### src/rtl/qos_pkg.sv
// Shared definitions for the QoS virtual-channel to destination path:
// word layout, default width and the arbiter FSM state encoding.
package qos_pkg;

    localparam int BW_DEFAULT = 6;
    localparam int CLASS_BIT  = BW_DEFAULT - 1;
    localparam int DEST_BIT   = BW_DEFAULT - 2;

    typedef logic [1:0] state_t;

    localparam state_t ST_IDLE   = 2'd0;
    localparam state_t ST_GRANT0 = 2'd1;
    localparam state_t ST_GRANT1 = 2'd2;
    localparam state_t ST_STALL  = 2'd3;

    // Destination bit position for an arbitrary word width.
    function automatic int dest_pos(input int bw);
        return bw - 2;
    endfunction

endpackage

### src/rtl/arb_starve_ctr.sv
// Saturating count of VC0 grants taken while VC1 waits; raises force_vc1
// once the count reaches a non-zero starve_limit.
module arb_starve_ctr #(
    parameter int STARVE_W = 4
) (
    input  logic                clk,
    input  logic                reset,
    input  logic [STARVE_W-1:0] starve_limit,
    input  logic                vc0_grant,
    input  logic                vc1_grant,
    input  logic                vc1_empty,
    output logic                force_vc1
);

    logic [STARVE_W-1:0] count;
    logic [STARVE_W-1:0] count_next;

    always_comb begin
        count_next = count;
        if (vc1_empty || vc1_grant) begin
            count_next = '0;
        end else if (vc0_grant && (count != '1)) begin
            count_next = count + 1'b1;
        end
    end

    always_ff @(posedge clk or posedge reset) begin
        if (reset) begin
            count <= '0;
        end else begin
            count <= count_next;
        end
    end

    // Compare the post-update value so a grant on this cycle already counts
    // toward the next selection.
    assign force_vc1 = (starve_limit != '0) && (count_next >= starve_limit);

endmodule

### src/rtl/arbitro_vc_destino.sv
// Pops the VC0/VC1 FIFOs (VC0 priority with starvation guard) and steers each
// word to D0/D1 by its destination bit. Optional statistics: ARB_STATS_EN.
module arbitro_vc_destino
    import qos_pkg::*;
#(
    parameter int BW       = BW_DEFAULT,
    parameter int STARVE_W = 4
) (
    input  logic                clk,
    input  logic                reset,
    input  logic [STARVE_W-1:0] starve_limit,
    input  logic                VC0_empty,
    input  logic                VC1_empty,
    input  logic [BW-1:0]       VC0_data_out,
    input  logic [BW-1:0]       VC1_data_out,
    input  logic                D0_almost_full,
    input  logic                D1_almost_full,
    output logic                VC0_rd,
    output logic                VC1_rd,
    output logic                D0_wr,
    output logic                D1_wr,
    output logic [BW-1:0]       D_data_in,
    output logic                active_out,
    output logic                idle_out
`ifdef ARB_STATS_EN
    ,
    output logic [7:0]          grant_cnt0,
    output logic [7:0]          grant_cnt1,
    output logic                starve_evt
`endif
);

    localparam int DEST_POS = dest_pos(BW);

    state_t        state;
    state_t        state_next;
    logic          pause;
    logic          both_empty;
    logic          force_vc1;
    logic          sel_vc1;
    logic          sel_forced;
    logic          in_flight;
    logic          src_vc1;
    logic [BW-1:0] word;

    assign pause      = D0_almost_full | D1_almost_full;
    assign both_empty = VC0_empty & VC1_empty;
    assign sel_vc1    = VC0_empty | (force_vc1 & ~VC1_empty);
    assign sel_forced = force_vc1 & ~VC0_empty & ~VC1_empty;

    // The FIFO flags lag a pop by one cycle, so a granted state re-checks
    // emptiness before reading.
    assign VC0_rd = (state == ST_GRANT0) & ~VC0_empty & ~pause;
    assign VC1_rd = (state == ST_GRANT1) & ~VC1_empty & ~pause;

    always_comb begin
        state_next = state;
        case (state)
            ST_STALL: begin
                if (!pause) begin
                    if (both_empty)   state_next = ST_IDLE;
                    else if (sel_vc1) state_next = ST_GRANT1;
                    else              state_next = ST_GRANT0;
                end
            end
            default: begin
                if (both_empty)   state_next = ST_IDLE;
                else if (pause)   state_next = ST_STALL;
                else if (sel_vc1) state_next = ST_GRANT1;
                else              state_next = ST_GRANT0;
            end
        endcase
    end

    always_ff @(posedge clk or posedge reset) begin
        if (reset) begin
            state <= ST_IDLE;
        end else begin
            state <= state_next;
        end
    end

    arb_starve_ctr #(
        .STARVE_W (STARVE_W)
    ) u_starve (
        .clk          (clk),
        .reset        (reset),
        .starve_limit (starve_limit),
        .vc0_grant    (VC0_rd),
        .vc1_grant    (VC1_rd),
        .vc1_empty    (VC1_empty),
        .force_vc1    (force_vc1)
    );

    assign word = src_vc1 ? VC1_data_out : VC0_data_out;

    // Read data arrives the cycle after the pop; push it on that edge.
    always_ff @(posedge clk or posedge reset) begin
        if (reset) begin
            in_flight <= 1'b0;
            src_vc1   <= 1'b0;
            D_data_in <= '0;
            D0_wr     <= 1'b0;
            D1_wr     <= 1'b0;
        end else begin
            in_flight <= VC0_rd | VC1_rd;
            if (VC0_rd | VC1_rd) begin
                src_vc1 <= VC1_rd;
            end
            D0_wr <= 1'b0;
            D1_wr <= 1'b0;
            if (in_flight) begin
                D_data_in <= word;
                D0_wr     <= ~word[DEST_POS];
                D1_wr     <= word[DEST_POS];
            end
        end
    end

    assign active_out = VC0_rd | VC1_rd | D0_wr | D1_wr;
    assign idle_out   = both_empty & ~in_flight & ~VC0_rd & ~VC1_rd;

`ifdef ARB_STATS_EN
    logic forced;

    always_ff @(posedge clk or posedge reset) begin
        if (reset) begin
            forced     <= 1'b0;
            grant_cnt0 <= '0;
            grant_cnt1 <= '0;
        end else begin
            forced     <= (state_next == ST_GRANT1) & sel_forced;
            grant_cnt0 <= grant_cnt0 + {7'd0, VC0_rd};
            grant_cnt1 <= grant_cnt1 + {7'd0, VC1_rd};
        end
    end

    assign starve_evt = VC1_rd & forced;
`endif

endmodule

### config.mk
export PLATFORM = sky130hd
export DESIGN_NAME = arbitro_vc_destino
export DESIGN_NICKNAME = d
export VERILOG_FILES = /design/src/rtl/qos_pkg.sv /design/src/rtl/arb_starve_ctr.sv /design/src/rtl/arbitro_vc_destino.sv
export SDC_FILE = /design/constraint.sdc
export NUM_CORES = 1
export LEC_CHECK = 0
export ABC_AREA = 1
export CORE_UTILIZATION = 45
export CTS_CLUSTER_SIZE = 16
export DETAILED_ROUTE_END_ITERATION = 10
export PLACE_DENSITY = 0.79
export SLEW_MARGIN = 0
export SYNTH_ARGS = -nofsm -noshare
export SYNTH_HDL_FRONTEND = slang
export SYNTH_SLANG_ARGS = --single-unit
### constraint.sdc
create_clock -name clk -period 5.1 [get_ports clk]
set_clock_uncertainty 0.2 [all_clocks]
set_input_delay 1.275 -clock clk [delete_from_list [all_inputs] [get_ports clk]]
set_output_delay 1.275 -clock clk [all_outputs]
set_load 0.02 [all_outputs]
# Yosys cells after proc, flatten, opt, wreduce, memory -nomap -nowiden
# Index checks and enable logic that the tools add are counted.
# totals
ramBits,0
latchBits,0
memories,0
input_bits,22
ff_bits,16
romBits,0
# op_classes
addsub,1
reduce_logical,4
n_eq_ne,5
n_bitwise,21
div,0
n_mul,0
muxes,11
shift,0
magnitude_cmp,1
# ops
op,n
$mux 2,6
$and 1x1->1,9
$mux 4,2
$not 1->1,7
$mux 6,1
$or 1x1->1,5
$add 4x1->4 const B,1
$eq 2x2->1 const B,2
$ge 4x4->1,1
$ne 4x4->1 const B,1
$reduce_bool 4->1,1
$eq 2x1->1 const B,1
$logic_and 1x1->1,2
$mux 1,2
$ne 2x2->1 const B,1
$logic_or 1x1->1,1

# Longest topological paths before layout
# depth
ltp_word,14
mapped_depth,18
depth_no_buf,18

# Hierarchy
# From an unflattened synthesis, not the netlist that was laid out.
# hier_totals
cells_unflattened,120
area_unflattened_um2,900.9
# modules_own_cells
module,area_each_um2,cells_per_inst,seq_area_each_um2,instances
arbitro_vc_destino,540.5,68,300.3,1
arb_starve_ctr,360.3,52,100.1,1

# Least setup slack after synthesis
# No wires, ideal clock.
# synth_timing
path_type,input -> output
startpoint,input port VC1_empty
endpoint,output port active_out
n_path_buf,0
t_arrival_ns,1.893
slack_ns,1.732
cell_stages,4
path_cell_list,inv_1 > nand4_1 > nand2_1 > or3_1
# synth_via
elab_chain_len,6
# synth_lines
element,line_no,text
start: declaration,arbitro_vc_destino.sv:13,"input logic VC1_empty,"
$not 1->1,arbitro_vc_destino.sv:54,assign VC1_rd = (state == ST_GRANT1) & ~VC1_empty & ~pause;
$and 1x1->1 (2 in a row),arbitro_vc_destino.sv:54,
$or 1x1->1 (3 in a row),arbitro_vc_destino.sv:120,assign active_out = VC0_rd | VC1_rd | D0_wr | D1_wr;
end: declaration,arbitro_vc_destino.sv:23,"output logic active_out,"
# Every way passes these cells.

# Final worst setup path
# Ends and elaborated chain as after synthesis.

==> results.md <==
* Status: complete, no violations
* R2r worst-path depth at 12
* WHS at 0.300 ns
* Number of synthesized register bits at 16
* P&R area growth vs syn at 45.5%
* TritonCTS clock tree: yes
* DP HPWL at 1560 um
* Maximum vdd ir drop at 0.000213 V
* Worst r2r src: u_starve.count[1]$_DFF_PP0_
* CP Class: input pin to output port
* Post-synth top area share at 0.458
* HP Start: D_data_in[3]$_DFFE_PP0P_
* Clock Path Buffers at 2
* PortBufs at 33
* Effective utilization at floorplan at 0.491
* CP cell instances: clkdlybuf4s50_1 -> inv_1 -> nand4_1 -> nand2_1 -> or3_1 -> clkdlybuf4s50_1
* PD cells at 296 nW/um^2
* Worst Path Arrival at 2.91 ns
* Max-Cap Viols at 0
* Number of global-route vias before repair at around 800
* Syn. warnings at 0
* Leading area contributor after synthesis: dfrtp_1
* Critical Path Sink Type: output port
* Pleak at ~0.64 nW
* First-pass GRT wire length at 3070 um
* Remaining global-route overflow at 0
* Fin. max-slew vios at 0
* CP max stage delay at 0.54 ns
* Fraction of layout instances using a drive strength above 1 at 0.0667
* Placed insts at 171
* Fin util at 0.714
* Final hold violations at 0
* Die X at between 40 and 50 um
* Core Footprint at 1780 um^2
* DR WL/cell at 11.1 um
* Post-cts sizing count at 0
* CTS clk-pin slew, worst paths at 0.09 ns
* Setup bufs post-CTS at 0
* Largest net degree at the start of global routing at 17
* CP Launch Point: VC1_empty
* Die height at 46.1 um
* Fillers at 144
* Full die area at around 2100 um^2
* Mapped Cells at between 100 and 150
* Hold Crit Class: flop to flop
* # DRC at 0
* H-Tree Depth at 1
* Top cells by area, synth: dfrtp_1 (46%), nand2_1 (11%), inv_1 (8.2%)
* Seq/Total Area, Yosys at 0.458
* Average vias per placed instance at 4.91
* Cts bufs inserted at 3
* Count of different cell masters after synthesis at 18
* Multi-input gate area at 395 um^2
* Final net count at 178
* I/O Pins at 34
* Row count at 15
* CTS sink cnt at 16
* Buf/Inv on CP at 3
* R2R Setup Slk at 2.78 ns
* Worst path required time at 3.62 ns
* Tcrit/Tclk final at 0.859
* Syn avg cell area at 7.74 um^2
* Register area at 400 um^2
* Aggregate global-route resource usage at 0.202
* DR vias at 859
* RSZ-0062 raised after global routing: false
* Final setup vio count at 0
* Power Total at 0.000377 W
* Mapped Nets at 140
* Crit path depth at 6
* CP max stage cell: clkdlybuf4s50_1
* Antenna violations before repair at 0
* Root buffer cell: clkbuf_4
* GPL Wtd Cong at 0.706
* Rel. slew slack at 0.602
* Total negative setup slack at 0 ns
* Cell mode on critical path: clkdlybuf4s50_1
* Worst-Margin Slew at a little under 0.6 ns
* Final min period at approximately 4.4 ns
* DR iter-0 viols at 15
* Fmax at 0.228 GHz
* Crit start category: input pin
* Syn Std Cell Area at between 800 and 900 um^2
* Post-Layout Cell Count at 175
* ANT cells at 0
* Drt total wl at 1950 um
* Hold_buf cts at 0
* Post-route ant nets at 0
* Max FO, Critical Path at 4
* Drt first pass iters at 4
* Hold depth at 2
* Largest delay contributor family on the critical path: buffers and inverters
* Worst skew pair latency at around 0.28 ns
[final timing paths]
check                                      endpoint
setup / recovery                         active_out
hold / removal             D_data_in[3]$_DFFE_PP0P_
setup reg to reg               state[1]$_DFFE_PP0P_
hold reg to reg            D_data_in[3]$_DFFE_PP0P_
max in group asynchronous       src_vc1$_DFFE_PP0P_
min in group asynchronous  D_data_in[4]$_DFFE_PP0P_
[synthesized netlist by cell type]
library cell / count
a21oi_1: 4
a31oi_1: 1
dfrtp_1: 16
ha_1: 5
inv_1: 19
inv_2: 2
nand2_1: 26
nand3_1: 6
nand4_1: 2
nor2_1: 12
nor2_2: 2
nor2_4: 1
o21ai_0: 12
o21ai_2: 1
o21bai_1: 1
or2_1: 1
or3_1: 1
xnor2_1: 1
[per-stage QoR]
stage | setup slack (ns) | instance area [um^2]
after floorplan | 1.73 | 875
after global placement | 0.735 | 1240
after detailed placement | 0.705 | 1240
after CTS | 0.706 | 1270
after global routing | 0.596 | 1270
final | 0.719 | 1270
[cells by family after synthesis]
| kind of cell | synth area share |
|---|---|
| AO/OA/AOI/OAI | 0.117 |
| XOR/XNOR | 0.0100 |
| adder cells (fa/ha/maj) | 0.0715 |
| buffers and inverters | 0.0901 |
| flip-flops | 0.458 |
| AND/OR/NAND/NOR | 0.253 |
[sequential cells by signal (all words and copies together) (netlist names)]
register / count
in_flight: 1
D_data_in: 6
state: 2
src_vc1: 1
D1_wr: 1
u_starve.count: 4
D0_wr: 1
[area by class of cell]
type	instances	share of cell area
Clock buffer	4	0.0285
Inverter	21	0.0619
Multi-Input combinational cell	76	0.311
Sequential cell	16	0.315
Tap cell	25	0.0246
Timing Repair Buffer	33	0.260
[routing by layer]
layer,track usage,up-vias,routed length (um)
met2,0.380,30,981
met3,0.0510,2,113
met4,0.0353,0,17
met1,0.228,393,836
met5,0,-,0
li1,-,434,-
[tightest hold or removal path, cell delays in order (launching register included)]
cell and delay [ns]:
dfrtp_1 0.35, nand2_1 0.05, o21ai_0 0.07
[power by group]
group          switching [W]  internal [W]   total, W
sequential         0.0000154      0.000149   0.000164
combinational      0.0000663     0.0000640   0.000130
clock              0.0000391     0.0000434  0.0000825
[cell usage in the layout (no fill, tap or decap), drive strengths merged]
cell type	synthesis	final
dfrtp	16	16
or3	1	1
clkdlybuf4s50	0	33
nor2	15	15
or2	1	1
nand3	6	6
xnor2	1	1
nand4	2	2
nand2	26	26
inv	21	21
a21oi	4	4
ha	5	5
a31oi	1	1
clkbuf	0	4
o21ai	13	13
o21bai	1	1
Note: power is estimated with default switching activity, not from simulation.
